`config.mk`:
```
export PLATFORM = sky130hd
export DESIGN_NAME = conv_channel_injector_flat
export DESIGN_NICKNAME = d
export VERILOG_FILES = /design/src/rtl/conv_channel_injector_if.sv /design/src/rtl/conv_channel_injector.sv /design/src/flat_wrapper.sv
export SDC_FILE = /design/constraint.sdc
export NUM_CORES = 1
export LEC_CHECK = 0
export CAP_MARGIN = 25
export CORE_ASPECT_RATIO = 0.5
export CORE_MARGIN = 2
export CORE_UTILIZATION = 50
export CTS_BUF_LIST = sky130_fd_sc_hd__clkbuf_16
export CTS_CLUSTER_DIAMETER = 150
export DETAILED_ROUTE_END_ITERATION = 12
export PLACE_DENSITY_LB_ADDON = 0.3
export SKIP_LAST_GASP = 1
export SYNTH_ARGS = -nofsm -noshare
export SYNTH_HDL_FRONTEND = slang
export SYNTH_SLANG_ARGS = --single-unit
```
`constraint.sdc`:
```
create_clock -name clk -period 3.2 [get_ports clk]
set_input_delay 0.64 -clock clk [delete_from_list [all_inputs] [get_ports clk]]
set_output_delay 0.64 -clock clk [all_outputs]
set_load 0.1 [all_outputs]
```
`src/rtl/conv_channel_injector_if.sv`:
```
// conv_channel_injector_if: symbol stream, channel controls and statistics between bench/encoder and the channel model
interface conv_channel_injector_if #(parameter int W = 2, parameter int CW = 16);
  logic          valid_i;
  logic [W-1:0]  sym_i;
  logic [1:0]    mode_i;
  logic [W-1:0]  err_mask_i;
  logic [7:0]    burst_len_i;
  logic [7:0]    period_i;
  logic          clear_i;
  logic          valid_o;
  logic [W-1:0]  sym_o;
  logic          err_o;
  logic [CW-1:0] sym_err_ct_o;
  logic [CW-1:0] bit_err_ct_o;
  logic [CW-1:0] word_ct_o;
  logic          window_done_o;
  modport master (
    output valid_i, sym_i, mode_i, err_mask_i, burst_len_i, period_i, clear_i,
    input  valid_o, sym_o, err_o, sym_err_ct_o, bit_err_ct_o, word_ct_o, window_done_o
  );
  modport slave (
    input  valid_i, sym_i, mode_i, err_mask_i, burst_len_i, period_i, clear_i,
    output valid_o, sym_o, err_o, sym_err_ct_o, bit_err_ct_o, word_ct_o, window_done_o
  );
endinterface

```
`src/rtl/conv_channel_injector.sv`:
```
// conv_channel_injector: registered channel model corrupting encoder symbols (clean/random/burst/periodic) with saturating error statistics; ports: clk, rst_n, bus (slave)
module conv_channel_injector #(
  parameter int          W      = 2,
  parameter int          N      = 4,
  parameter int          WINDOW = 256,
  parameter int          CW     = 16,
  parameter logic [15:0] SEED   = 16'hACE1
) (
  input logic clk,
  input logic rst_n,
  conv_channel_injector_if.slave bus
);
  localparam logic [15:0] SEED_V = (SEED == 16'h0) ? 16'hACE1 : SEED;
  typedef enum logic {IDLE, BURST} state_t;
  state_t st_q, st_d;
  logic [7:0] rem_q, rem_d, phase_q, phase_d;
  logic [15:0] lfsr_q, lfsr_d, lfsr_adv;
  logic [CW-1:0] serr_q, serr_d, berr_q, berr_d, word_q, word_d;
  logic [CW:0] bsum;
  logic done_q, done_d, valid_q, valid_d, err_q, err_d, corrupt, elig, trig;
  logic [W-1:0] sym_q, sym_d;
  assign lfsr_adv = {1'b0, lfsr_q[15:1]} ^ (lfsr_q[0] ? 16'hB400 : 16'h0000);
  assign elig = bus.valid_i && (32'(word_q) < WINDOW);
  assign trig = &lfsr_q[N-1:0];
  assign bsum = {1'b0, berr_q} + (CW+1)'($countones(bus.err_mask_i));
  always_comb begin
    st_d = st_q;
    rem_d = rem_q;
    phase_d = phase_q;
    lfsr_d = lfsr_q;
    serr_d = serr_q;
    berr_d = berr_q;
    word_d = word_q;
    corrupt = 1'b0;
    if (bus.clear_i) begin
      st_d = IDLE;
      rem_d = '0;
      phase_d = '0;
      lfsr_d = SEED_V;
      serr_d = '0;
      berr_d = '0;
      word_d = '0;
    end else if (bus.valid_i) begin
      lfsr_d = lfsr_adv;
      if (bus.mode_i != 2'b11) phase_d = '0;
      // leaving burst mode drops any burst in progress
      if (bus.mode_i != 2'b10) begin
        st_d = IDLE;
        rem_d = '0;
      end
      if (bus.mode_i == 2'b01) corrupt = elig && trig;
      if (bus.mode_i == 2'b10 && st_q == BURST && elig) begin
        corrupt = 1'b1;
        rem_d = rem_q - 8'd1;
        st_d = (rem_q == 8'd1) ? IDLE : BURST;
      end
      if (bus.mode_i == 2'b10 && st_q == IDLE && elig && trig) begin
        corrupt = 1'b1;
        rem_d = (bus.burst_len_i == 8'd0) ? 8'd0 : bus.burst_len_i - 8'd1;
        st_d = (rem_d != 8'd0) ? BURST : IDLE;
      end
      // phase wraps on >= so a shrinking period_i cannot strand it above the limit
      if (bus.mode_i == 2'b11 && elig && bus.period_i != 8'd0) begin
        corrupt = (phase_q == bus.period_i - 8'd1);
        phase_d = (phase_q >= bus.period_i - 8'd1) ? 8'd0 : phase_q + 8'd1;
      end
      if (elig && word_q != '1) word_d = word_q + 1'b1;
      if (corrupt && serr_q != '1) serr_d = serr_q + 1'b1;
      if (corrupt) berr_d = bsum[CW] ? '1 : bsum[CW-1:0];
    end
  end
  assign valid_d = bus.valid_i;
  assign sym_d = bus.valid_i ? bus.sym_i ^ (corrupt ? bus.err_mask_i : '0) : '0;
  assign err_d = corrupt;
  assign done_d = !bus.clear_i && (done_q || 32'(word_d) == WINDOW);
  always_ff @(posedge clk or negedge rst_n)
    if (!rst_n) begin
      st_q <= IDLE;
      rem_q <= '0;
      phase_q <= '0;
      lfsr_q <= SEED_V;
      serr_q <= '0;
      berr_q <= '0;
      word_q <= '0;
      done_q <= 1'b0;
      valid_q <= 1'b0;
      sym_q <= '0;
      err_q <= 1'b0;
    end else begin
      st_q <= st_d;
      rem_q <= rem_d;
      phase_q <= phase_d;
      lfsr_q <= lfsr_d;
      serr_q <= serr_d;
      berr_q <= berr_d;
      word_q <= word_d;
      done_q <= done_d;
      valid_q <= valid_d;
      sym_q <= sym_d;
      err_q <= err_d;
    end
  assign bus.valid_o = valid_q;
  assign bus.sym_o = sym_q;
  assign bus.err_o = err_q;
  assign bus.sym_err_ct_o = serr_q;
  assign bus.bit_err_ct_o = berr_q;
  assign bus.word_ct_o = word_q;
  assign bus.window_done_o = done_q;
endmodule

```
`src/flat_wrapper.sv`:
```
// flat-port wrapper written by rule: the top's interface ports become plain ports
module conv_channel_injector_flat 
#(
  parameter int          W      = 2,
  parameter int          N      = 4,
  parameter int          WINDOW = 256,
  parameter int          CW     = 16,
  parameter logic [15:0] SEED   = 16'hACE1
)
  (clk, rst_n, bus_valid_i, bus_sym_i, bus_mode_i, bus_err_mask_i, bus_burst_len_i, bus_period_i, bus_clear_i, bus_valid_o, bus_sym_o, bus_err_o, bus_sym_err_ct_o, bus_bit_err_ct_o, bus_word_ct_o, bus_window_done_o);
  conv_channel_injector_if #(.W(W), .CW(CW)) bus_i ();
  input logic clk;
  input logic rst_n;
  input wire logic [$bits(bus_i.valid_i)-1:0] bus_valid_i;
  input wire logic [$bits(bus_i.sym_i)-1:0] bus_sym_i;
  input wire logic [$bits(bus_i.mode_i)-1:0] bus_mode_i;
  input wire logic [$bits(bus_i.err_mask_i)-1:0] bus_err_mask_i;
  input wire logic [$bits(bus_i.burst_len_i)-1:0] bus_burst_len_i;
  input wire logic [$bits(bus_i.period_i)-1:0] bus_period_i;
  input wire logic [$bits(bus_i.clear_i)-1:0] bus_clear_i;
  output wire logic [$bits(bus_i.valid_o)-1:0] bus_valid_o;
  output wire logic [$bits(bus_i.sym_o)-1:0] bus_sym_o;
  output wire logic [$bits(bus_i.err_o)-1:0] bus_err_o;
  output wire logic [$bits(bus_i.sym_err_ct_o)-1:0] bus_sym_err_ct_o;
  output wire logic [$bits(bus_i.bit_err_ct_o)-1:0] bus_bit_err_ct_o;
  output wire logic [$bits(bus_i.word_ct_o)-1:0] bus_word_ct_o;
  output wire logic [$bits(bus_i.window_done_o)-1:0] bus_window_done_o;
  assign bus_i.valid_i = bus_valid_i;
  assign bus_i.sym_i = bus_sym_i;
  assign bus_i.mode_i = bus_mode_i;
  assign bus_i.err_mask_i = bus_err_mask_i;
  assign bus_i.burst_len_i = bus_burst_len_i;
  assign bus_i.period_i = bus_period_i;
  assign bus_i.clear_i = bus_clear_i;
  assign bus_valid_o = bus_i.valid_o;
  assign bus_sym_o = bus_i.sym_o;
  assign bus_err_o = bus_i.err_o;
  assign bus_sym_err_ct_o = bus_i.sym_err_ct_o;
  assign bus_bit_err_ct_o = bus_i.bit_err_ct_o;
  assign bus_word_ct_o = bus_i.word_ct_o;
  assign bus_window_done_o = bus_i.window_done_o;
  conv_channel_injector #(.W(W), .N(N), .WINDOW(WINDOW), .CW(CW), .SEED(SEED)) u_core (.clk(clk), .rst_n(rst_n), .bus(bus_i));
endmodule
```
* After elaboration in Yosys (flattened, before gate mapping)
Cells that the tools add are included.
** Storage, ports and cells
- Bits in registers :: 86
- Word-level logic and storage cells :: 102
- Input port bits :: 26
** Operators by class
- Eq/ne operators :: 10
- Reductions and logical operators :: 27
- Bitwise gates (word level) :: 3
- $add $sub $neg :: 8
- $lt $le $gt $ge :: 2
- Multiplexer cells :: 41
** Operators with widths (number)
- 16-bit two-way mux :: 13
- 8-bit two-way mux :: 11
- 16-bit by 1-bit adder with 16-bit output (second input constant) :: 2
- 16-bit != test (second input constant) :: 2
- 8-bit by 1-bit subtractor with 8-bit output (second input constant) :: 3
- 16-bit by 17-bit adder with 17-bit output :: 1
- 16-bit by 9-bit == test with 1-bit output (second input constant) :: 1
- 16-bit by 9-bit less-than comparator with 1-bit output (second input constant) :: 1
- 8-bit nonzero test :: 2
- 15-bit by 16-bit bitwise XOR with 16-bit output :: 1
- 1-bit two-way mux :: 15
- 1-bit logical AND :: 12
- 8-bit by 1-bit adder with 8-bit output (second input constant) :: 1
- 8-bit by 1-bit == test with 1-bit output (second input constant) :: 1
- 8-bit == test :: 1
- 8-bit >= comparator :: 1
- 8-bit zero test :: 1
- 2-bit AND reduction :: 4
- 2-bit nonzero test :: 3
- 2-bit == test (second input constant) :: 2
- 2-bit two-way mux :: 2
- 2-bit != test (second input constant) :: 2
- 4-bit AND reduction :: 1
- 4-bit nonzero test :: 1
- 7 further kinds :: 7

* Longest topological paths before layout
Gate-level depths: netlist of run 1.
- Depth after elaboration :: 14
- Mapped depth :: 12
- Depth with buffers taken out :: 11

* Worst setup path before layout of run 1
Ideal clock, no wire load.
- Kind :: input to register
- Start point :: in bus_period_i[1]
- End point :: reg u_core.berr_q[1] (netlist: u_core.bus.bit_err_ct_o[1])
- Library setup time :: 0.099 ns
- Cell stages on the path :: 12
- Buffers on the path :: 2
- Arrival time :: 3.552 ns
- Setup slack :: -0.452 ns
- Cell sequence :: nor3_1 or3b_2 nor3_1 xnor2_1 ha_1 nand4_1 o311ai_1 and2_1 buf_4 buf_4 nor2_1 a311oi_1
** Between the ends
- Longest elaborated chain between the ends :: 7
- Elaborated cells on any way between the ends :: 9
- Classes of those cells :: add/sub (1); eq/ne (1); mux (3); reduce/logical (4)
** RTL lines
- start: declaration :: RTL line flat_wrapper.sv:19 : input wire logic [$bits(bus_i.period_i)-1:0] bus_period_i;
- 8-bit by 1-bit subtractor with 8-bit output or 8-bit nonzero test (tied branches) :: RTL line conv_channel_injector.sv:64, conv_channel_injector.sv:63
- 8-bit == test or 1-bit logical AND (tied branches) :: RTL line conv_channel_injector.sv:64, conv_channel_injector.sv:63
- 1-bit two-way mux (*) :: RTL line conv_channel_injector.sv:63 : if (bus.mode_i == 2'b11 && elig && bus.period_i != 8'd0) begin
- 1-bit two-way mux (*) :: RTL line conv_channel_injector.sv:43 : end else if (bus.valid_i) begin
- 1-bit two-way mux (*) :: RTL line conv_channel_injector.sv:35 : if (bus.clear_i) begin
- 2-bit nonzero test (no source line) (*)
- 2-bit AND reduction (no source line) (*)
- end signal: assignment :: RTL line conv_channel_injector.sv:95 : berr_q <= berr_d;
- end: declaration :: RTL line conv_channel_injector.sv:18 : logic [CW-1:0] serr_q, serr_d, berr_q, berr_d, word_q, word_d;
Every way passes the cells marked *; elsewhere a longest branch is shown, timed or not. The select of a mux whose other input is x is not followed.
A chain may end at the register's enable or synchronous reset.

* Final worst setup path of run 1
- Start point :: in bus_period_i[3]
- End point :: reg u_core.serr_q[11] (netlist: u_core.bus.sym_err_ct_o[11])
** Between the ends
- Longest elaborated chain between the ends :: 8
- Elaborated cells on any way between the ends :: 10
- Classes of those cells :: add/sub (1); eq/ne (1); mux (3); reduce/logical (5)
** RTL lines
- 8-bit by 1-bit subtractor with 8-bit output or 8-bit nonzero test (tied branches) :: RTL line conv_channel_injector.sv:64, conv_channel_injector.sv:63
- 8-bit == test or 1-bit logical AND (tied branches) :: RTL line conv_channel_injector.sv:64, conv_channel_injector.sv:63
- 1-bit two-way mux (*) :: RTL line conv_channel_injector.sv:63
- 1-bit two-way mux (*) :: RTL line conv_channel_injector.sv:43
- 1-bit two-way mux (*) :: RTL line conv_channel_injector.sv:35
- 1-bit logical AND (*) :: RTL line conv_channel_injector.sv:68 : if (corrupt && serr_q != '1) serr_d = serr_q + 1'b1;
- 2-bit nonzero test (no source line) (*)
- 2-bit AND reduction (no source line) (*)
- end signal: assignment :: RTL line conv_channel_injector.sv:94 : serr_q <= serr_d;
- end: declaration :: RTL line conv_channel_injector.sv:18
Marked as above.

==> results.md, run 1 <==
* CTS sink cnt at 86
* Starting DRT DRC Count at 335
* CTS buffer count at 9
* Die W at roughly 150 µm
* Vias in the first global route at 4,229
* Final layout net count at 701
* Hold WS at about 310 ps
* Count of pins over their slew limit at 0
* Most common cell after layout, fill and taps aside: buf_4
* Post-Syn Area at about 5000 µm²
* WL/cell at roughly 16 µm
* DIE AREA at ~11,000 µm²
* Outcome: complete, no violations
* Period utilization at 99.0%
* ANT nets after route at 0
* Fin util at 66.9%
* Crit-path max FO at 4
* Max VDD drop at 0.293 mV
* Setup crit end kind: flip-flop
* Max-cap violations at 0
* Ant diodes at 0
* Ports at just under 80
* Crit Path Class: in -> reg
* Min-Delay Path Class: in -> async
* Worst endpoint required time at 3470 ps
* Pwr dens at 384 nW/µm²
* Area growth syn-to-layout at 27.3%
* Asr flop ratio synth at 100%
* RSZ-0062 raised after global routing: true
* First-pass GRT wire length at 20,900 µm
* Final Hold Vio Count at 0
* Synthesis warning total at 0
* Syn nets at 599
* Setup tns final at 0 ps
* GRT overflow at 0
* Slew at the pin closest to its max-slew limit at roughly 900 ps
* Skew final at 6.10 ps
* Synth area leader: dfrtp_1
* Top FF cell, synth: dfrtp_1
* Std-Cell Rows at 25
* Final setup vio count at 0
* Most frequent cells in the layout: buf_4 (87), dfrtp_1 (77), nor2_1 (66)
* Register bit total from synthesis at 86
* Final WL at 12,400 µm
* Antenna violations before repair at 0
* WP data arrival at 3440 ps
* Top cells by area, synth: dfrtp_1 (39%), nor2_1 (4.9%), ha_1 (4.7%), dfstp_2 (4.1%), nand2_1 (3.6%)
* Core area at between 9000 and 10,000 µm²
* I/O Buffers at 78
* Post-synth top area share at 38.5%
* # H-tree levels at 3
* CTS tree: built
* Tot GR Track Use at between 20% and 30%
* Post-synth EDFFs at 0
* Die height at 75.2 µm
* Slew margin rel. at 40.1%
* Fin crit period at 3170 ps
* Largest net degree at the start of global routing at 47
* Startpoint types: primary input
* Hold Buf Count CTS at 0
* Flop2flop setup slack at 460 ps
* Clk slew on worst S/H paths at about 60 ps
* Root Driver: clkbuf_16
* CTS max path bufs at 2
* Initial core utilization at 52.6%
* Vias/cell at ~5.8
* Router iterations before antenna repair at 5
* # DRC at 0
* Filler cells at 788
* Post-Syn Instances at 553
* Gpl congestion at 0.857
* Post-synthesis sequential area ratio at 42.7%
* Origin of the worst setup path: bus_period_i[3]
* Pleak at 2.89 nW
* Critical R2R Launch: u_core.bus.word_ct_o[9]$_DFF_PN0_
* Syn avg cell area at 9.16 µm²
* Hpwl dp at 8800 µm
* Unique masters post-synth at 59
* Later-pin clock latency in the skew report at 340 ps
* Layout cells sized above 1 at 20.6%
* Vias after detailed routing at around 4.6k
* Fmax at 316 MHz
## cells by family after synthesis
kind of cell / after synthesis / synth area share (%)
AND/OR/NAND/NOR: 260 / 26.6
AO/OA/AOI/OAI: 95 / 13.0
flip-flops: 86 / 42.7
buffers and inverters: 41 / 3.36
XOR/XNOR: 34 / 5.88
adder cells (fa/ha/maj): 20 / 5.09
multiplexers: 17 / 3.38
## sequential cells by signal (all words and copies together), names as in the netlist
name,cells
u_core.bus.bit_err_ct_o,16
u_core.bus.sym_o,2
u_core.bus.err_o,1
u_core.rem_q,8
u_core.phase_q,8
u_core.bus.sym_err_ct_o,16
u_core.bus.valid_o,1
u_core.lfsr_q,16
u_core.st_q,1
u_core.bus.word_ct_o,16
u_core.bus.window_done_o,1
## final cells by class
type                            instances  area, µm²  share of cell area [%]
Clock buffer                            9        225                    3.49
Timing Repair Buffer                  116        957                    14.8
Tap cell                              135        169                    2.62
Multi-Input combinational cell        426       2810                    43.6
Clock inverter                          7       65.1                    1.01
Sequential cell                        86       2160                    33.5
Inverter                               16       60.1                   0.931
## routing by layer
layer	track usage, %	up-vias	wire [µm]
li1	-	2216	-
met1	32.3	2234	5920
met2	39.6	115	5780
met3	5.33	12	543
met4	6.58	0	140
met5	0	-	0
## worst max-delay path: stages
cell and delay, ps:
dlygate4sd2_1 270, or3b_4 430, nor3_4 160, xnor2_2 90
ha_1 300, nand4_1 190, o311ai_4 430, buf_6 160
nand3b_4 90, or4_4 530, a21oi_2 140
## synthesized netlist by cell type, types with 15 or more instances
master	count
ha_1	19
nor3_1	21
o21ai_0	15
nand3_1	33
mux2i_1	16
nand2_1	49
nand4_1	19
clkbuf_1	19
dfrtp_1	78
inv_1	16
nor2_1	66
xor2_1	21
a21oi_1	27
## worst paths after layout
check	to	cells after the start
hold reg to reg	u_core.lfsr_q[7]$_DFFE_PN1P_	2
setup reg to reg	u_core.bus.sym_err_ct_o[11]$_DFFE_PN0P_	7
hold / removal	u_core.bus.sym_err_ct_o[12]$_DFFE_PN0P_	1
setup / recovery	u_core.bus.sym_err_ct_o[11]$_DFFE_PN0P_	11
min in group clk	u_core.lfsr_q[7]$_DFFE_PN1P_	2
max in group asynchronous	u_core.lfsr_q[13]$_DFFE_PN1P_	2
## metrics by stage
step / total power [W] / cell area (µm²) / cells / setup WS, ps
after floorplan: 0.00132 / 5100 / 553 / 33.6
after global placement: 0.00145 / 6070 / 774 / -509
after detailed placement: 0.00145 / 6070 / 774 / -608
after CTS: 0.00250 / 6400 / 794 / 5.34
after global routing: 0.00257 / 6450 / 795 / -51.4
final: 0.00247 / 6450 / 795 / 31.7
## repair_timing
| item | 4_1_cts | 5_1_grt |
|---|---|---|
| gates resized for setup | 15 | 11 |
| endpoints found under the setup margin | 38 | 34 |
| setup buffers | 4 | 1 |
| pin swaps | 8 | 13 |
## report_power, final
group | total, W | switching (W) | internal [W]
sequential | 0.00113 | 0.0000185 | 0.00111
clock | 0.00103 | 0.000433 | 0.000599
combinational | 0.000310 | 0.000191 | 0.000118
total | 0.00247 | 0.000643 | 0.00183
(Power assumes the default switching activity.)
==> run 2, diff against run 1 <==
Settings changed: HOLD_SLACK_MARGIN from default to 0.03, SETUP_SLACK_MARGIN from default to 0.05.
Clock period 3.2 ns to 3.1 ns, I/O delays scaled along.
==> run 2 against run 1 <==
  * Clock skew grew 0.57 ps
  * Largest cell class unchanged
  * Count of clock-buffer cells in the layout did not move
  * Register-to-register slack worse by 140 ps
  * Largest power group unchanged
  * Die area did not move
  * The flow now finishes with violations (negative setup slack)
  * Final cell count increased by 1.6%
==> results.md, run 2 (same netlist as run 1, synthesis figures left out) <==
* FF-to-FF End: u_core.bus.bit_err_ct_o[4]$_DFFE_PN0P_
* Final Hold Vio Count at 0
* CTS tree: built
* Later-pin clock latency in the skew report at 340 ps
* Root Driver: clkbuf_16
* Reg2Reg Depth at 8
* WP data arrival at 3370 ps
* Skew final at about 6.7 ps
* Vias after detailed routing at 4,659
* Flop2flop setup slack at 320 ps
* Count of pins over their slew limit at 0
* Setup tns final at -2.49 ps
* Ports at 79
* Std-Cell Rows at 25
* Antenna violations before repair at 0
* CTS buffer count at 9
* Final WL at between 10,000 and 15,000 µm
* Vias/cell at 5.77
* Critical Path Most Common Cell: nor3_4
* GRT overflow at 0
* Pwr dens at 371 nW/µm²
* Final cell count without fillers at about 810
* Die W at between 100 and 150 µm
* Gpl congestion at ~0.85
* First-pass GRT wire length at 21,500 µm
* Area growth syn-to-layout at 32.7%
* Origin of the worst setup path: bus_period_i[0]
* Most frequent cells in the layout: buf_4 (96), dfrtp_1 (76), nor2_1 (64)
* I/O Buffers at 78
* Number of buffers and inverters on the critical path at 3
* Min-Delay Path Class: in -> async
* Initial core utilization at 52.6%
* Filler cells at 757
* Hold Buf Count CTS at 0
* Crit-path cells: buf_6 > nor3_4 > or3b_4 > nor3_4 > xnor2_2 > ha_1 > nand4_1 > buf_4 > o311ai_4 > buf_12 > nand3b_4 > or4_4 > a21oi_2
* Most common cell after layout, fill and taps aside: buf_4
* ANT nets after route at 0
* Crit-path max FO at 7
* Setup crit end kind: flip-flop
* Post-Place Setup Slack at -654 ps
* Period utilization at 100%
* Fin crit period at 3100 ps
* Final setup vio count at 1
* Critical R2R Launch: u_core.bus.word_ct_o[9]$_DFF_PN0_
* Outcome: finished with violations
* Max VDD drop at 0.290 mV
* Slew margin rel. at roughly 46%
* Ant diodes at 0
* DIE AREA at 11,000 µm²
* Critical path's top delay family: simple AND/OR/NAND/NOR gates
* Slew at the pin closest to its max-slew limit at 806 ps
* # H-tree levels at 3
* Hpwl dp at 8930 µm
* Crit-path slowest cell: or4_4
* Crit Path Class: in -> reg
* Inst Count DP at 779
* Worst endpoint required time at 3360 ps
* Tot GR Track Use at 24.5%
* Fmax at about 320 MHz
* Router iterations before antenna repair at 5
* Setup slack after layout at -2.49 ps
* Fin util at 69.8%
* Vias in the first global route at 4,464
* Starting DRT DRC Count at 361
* Layout cells sized above 1 at 26.0%
* Core area at roughly 9600 µm²
* Die height at 75.2 µm
* CTS max path bufs at 2
* Failing checks: negative setup slack
* Final layout net count at around 710
* Max-cap violations at 0
* WL/cell at between 15 and 20 µm
* Startpoint types: primary input
* # DRC at 0
* Clk slew on worst S/H paths at 60 ps
* Largest net degree at the start of global routing at 59
* RSZ-0062 raised after global routing: true
* Pleak at 3.02 nW
* Slowest stage delay, CP at slightly below 500 ps
* CTS sink cnt at 86
-- run 2: how the worst max path moves through the flow --
stage                                                          to  slack, ps  depth (start not counted)
after global routing       u_core.bus.sym_err_ct_o[9]$_DFFE_PN0P_       -120                         13
after global placement    u_core.bus.sym_err_ct_o[15]$_DFFE_PN0P_       -560                         12
final                      u_core.bus.sym_err_ct_o[9]$_DFFE_PN0P_         -2                         13
after floorplan                     u_core.phase_q[7]$_DFFE_PN0P_        -20                         12
after CTS                 u_core.bus.sym_err_ct_o[11]$_DFFE_PN0P_         40                         13
after detailed placement   u_core.bus.sym_err_ct_o[9]$_DFFE_PN0P_       -650                         12
-- run 2: per-layer routing --
layer / vias to the layer above / global-route usage (%) / share of wire, %
li1: 2241 / - / -
met5: - / 0 / 0
met2: 131 / 42.3 / 49
met1: 2270 / 32.2 / 45
met3: 17 / 5.39 / 4.9
met4: 0 / 6.26 / 1.1
-- run 2: power by group --
part           leakage (nW)  total [W]  internal (W)  switching [W]
Combinational          1.72   0.000344      0.000137       0.000207
Clock                 0.136   0.000982      0.000537       0.000445
Sequential             1.16    0.00117       0.00115      0.0000203
Total                  3.02    0.00249       0.00182       0.000672
-- run 2: cell type report --
class	instances	area (µm²)	area share (%)
flip-flops and latches	86	2160	32.2
multi-input cells	426	2930	43.6
inverters	16	60.1	0.893
clock inverters	7	41.3	0.614
clock buffers	9	225	3.35
repair buffers	129	1130	16.9
well taps	135	169	2.51
-- run 2: through the flow --
| stage | hold WS [ps] | instance area [µm²] | power [W] |
|---|---|---|---|
| 2_1_floorplan | 324 | 5130 | 0.00137 |
| 3_3_place_gp | 487 | 6160 | 0.00150 |
| 3_5_place_dp | 497 | 6160 | 0.00151 |
| 4_1_cts | 398 | 6540 | 0.00250 |
| 5_1_grt | 421 | 6720 | 0.00259 |
| 6_report | 368 | 6720 | 0.00249 |
-- run 2: repair_timing --
| action | 4_1_cts | 5_1_grt |
|---|---|---|
| resized for setup | 23 | 33 |
| cloned | 1 | 1 |
| setup buffers | 8 | 3 |
| setup endpoints to repair | 42 | 32 |
| pin swaps | 11 | 22 |
==> run 3, diff against run 2 <==
Settings changed: ABC_AREA from default to 1, HOLD_SLACK_MARGIN 0.03 to default, SETUP_SLACK_MARGIN 0.05 to default.
==> run 3 against run 2 <==
  * Hold slack lost 68 ps
  * Critical path depth did not move
  * Critical endpoint is now u_core.bus.bit_err_ct_o[2]$_DFFE_PN0P_
  * Clock power rose by 23%
  * The run now ends clean
  * Largest cell class unchanged
  * Final area rose by 0.35%
  * Final cell count rose by 20%
==> results.md, run 3 <==
* CTS sink cnt at 86
* Root Driver: clkbuf_16
* CTS tree: built
* Post-synth EDFFs at 0
* Hold Buf Count CTS at 0
* Setup tns final at 0 ps
* Inst Count DP at 957
* Outcome: complete, no violations
* Post-synth top cells: nand2_1 (151), inv_1 (111), nor2_1 (84)
* Fmax at around 350 MHz
* Final Hold Vio Count at 0
* WL/cell at 13.5 µm
* Startpoint types: primary input
* Max-cap violations at 0
* Final cell count without fillers at 973
* Most frequent cell after synthesis: nand2_1
* Die W at 153 µm
* Post-Syn Area at 5540 µm²
* I/O Buffers at 78
* RSZ-0062 raised after global routing: false
* Pwr dens at 402 nW/µm²
* Post-synth top area share at about a third
* Core area at 10,900 µm²
* Reg2Reg Depth at 12
* Ports at 79
* Top FF cell, synth: dfrtp_1
* Top cells by area, synth: dfrtp_1 (35%), nand2_1 (10%), inv_1 (7.5%), nor2_1 (5.7%), nand3_1 (5.0%)
* Skew final at 9.44 ps
* Asr flop ratio synth at 100%
* Crit-path max FO at 12
* GRT overflow at 0
* Gpl congestion at 0.865
* Critical R2R Launch: u_core.bus.bit_err_ct_o[0]$_DFFE_PN0P_
* Area growth syn-to-layout at 21.9%
* Origin of the worst setup path: bus_period_i[2]
* Register bit total from synthesis at 86
* Filler cells at 952
* Layout cells sized above 1 at roughly 16%
* Critical Path End: u_core.bus.bit_err_ct_o[2]$_DFFE_PN0P_
* Antenna violations before repair at 0
* Tot GR Track Use at 22.6%
* Starting DRT DRC Count at 315
* CTS buffer count at 9
* Unique masters post-synth at 44
* Syn avg cell area at between 7 and 8 µm²
* Final setup vio count at 0
* Hpwl dp at around 9400 µm
* # DRC at 0
* FF-to-FF End: u_core.bus.bit_err_ct_o[0]$_DFFE_PN0P_
* Post-Syn Instances at 734
* Hold WS at roughly 300 ps
* Count of pins over their slew limit at 0
* Crit Path Class: in -> reg
* DIE AREA at 12,000 µm²
* Vias in the first global route at 4,795
* Initial core utilization at approximately 50%
* Later-pin clock latency in the skew report at between 300 and 400 ps
* Seq. cell area at 2160 µm²
* Std-Cell Rows at 27
* Ant diodes at 0
* Synthesis warning total at 0
* Slew at the pin closest to its max-slew limit at ~800 ps
* Syn nets at approximately 800
* Vias/cell at 5.16
* Vias after detailed routing at 5,016
* Setup crit end kind: flip-flop
* Slew margin rel. at 47.2%
* Clk slew on worst S/H paths at ~60 ps
* Min-Delay Path Class: in -> async
* Fin crit period at 2840 ps
* Post-CTS sizing at 0
* Largest net degree at the start of global routing at 52
* First-pass GRT wire length at around 22,000 µm
* Period utilization at 91.5%
* Final WL at around 13,000 µm
* Post-synthesis sequential area ratio at between 30% and 40%
* Die height at 78.4 µm
* Multi-input logic area at 2830 µm²
* # H-tree levels at 3
* Most common cell after layout, fill and taps aside: nand2_1
* Flop2flop setup slack at between 800 and 900 ps
* Max VDD drop at around 0.31 mV
* ANT nets after route at 0
* Worst endpoint required time at 3360 ps
* Most frequent cells in the layout: nand2_1 (151), inv_1 (114), nor2_1 (84)
* CTS max path bufs at 2
* Pleak at 3.32 nW
* Router iterations before antenna repair at 5
* WP data arrival at 3100 ps
* Final layout net count at 869
* Synth area leader: dfrtp_1
* Setup Buffers After CTS at 0
[run 3: final cells by class]
cell class | instances | area share, %
multi-input combinational | 516 | 42.0
clock inverter | 7 | 1.58
timing repair buffer | 94 | 11.9
tap | 145 | 2.69
inverter | 116 | 6.45
sequential | 86 | 32.0
clock buffer | 9 | 3.34
[run 3: cells by family (layout without fill, tap and decap cells)]
family	after synthesis	after routing	share of synthesized area, %
AOI/OAI and AO/OA	96	96	10.4
xor gates and xnor gates	39	39	6.17
adders and majority gates	20	20	4.66
buffers and inverters	132	226	9.74
DFF	86	86	39.1
and+or+nand+nor	361	361	30.0
[run 3: report_power, final]
group	leakage, nW	switching [W]	internal [W]
Sequential	1.16	0.0000209	0.00115
Clock	0.173	0.000433	0.000777
Combinational	1.99	0.000223	0.000104
[run 3: metal layers]
layer	GRT usage [%]	vias up	part of all wire [%]
li1	-	2551	-
met4	4.17	0	0.33
met2	39.2	124	47
met3	5.08	4	4.5
met1	29.7	2337	48
met5	0	-	0
[run 3: worst max-delay path, cell delays in order]
cell,delay [ps]
clkdlybuf4s50_1,460
nor2_1,140
nand4_1,140
nor3_1,200
xnor2_1,110
ha_1,320
nand4_1,130
nor2_1,190
nand4_2,150
nand3_4,190
nand2_2,120
buf_12,200
o21ai_0,140
[run 3: how the worst min path moves through the flow]
stage                                       startpoint                                      end  depth (start not counted)
after detailed placement  u_core.lfsr_q[6]$_DFFE_PN1P_             u_core.lfsr_q[6]$_DFFE_PN1P_                          2
final                                            rst_n  u_core.bus.bit_err_ct_o[15]$_DFFE_PN0P_                          1
after global routing                             rst_n  u_core.bus.bit_err_ct_o[15]$_DFFE_PN0P_                          1
after CTS                                        rst_n  u_core.bus.bit_err_ct_o[15]$_DFFE_PN0P_                          1
after floorplan                                  rst_n   u_core.bus.bit_err_ct_o[0]$_DFFE_PN0P_                          0
after global placement    u_core.lfsr_q[6]$_DFFE_PN1P_             u_core.lfsr_q[6]$_DFFE_PN1P_                          2
[run 3: per-stage QoR]
stage | util, % | cell area [µm²] | worst slack (ps) | total power (W)
finish | 62.0 | 6750 | 263 | 0.00271
global route | 62.0 | 6750 | 17.4 | 0.00282
CTS | 62.0 | 6750 | 245 | 0.00273
detailed placement | 59.0 | 6420 | -91.8 | 0.00152
global placement | 59.0 | 6420 | -19.6 | 0.00151
floorplan | - | 5540 | 365 | 0.00140
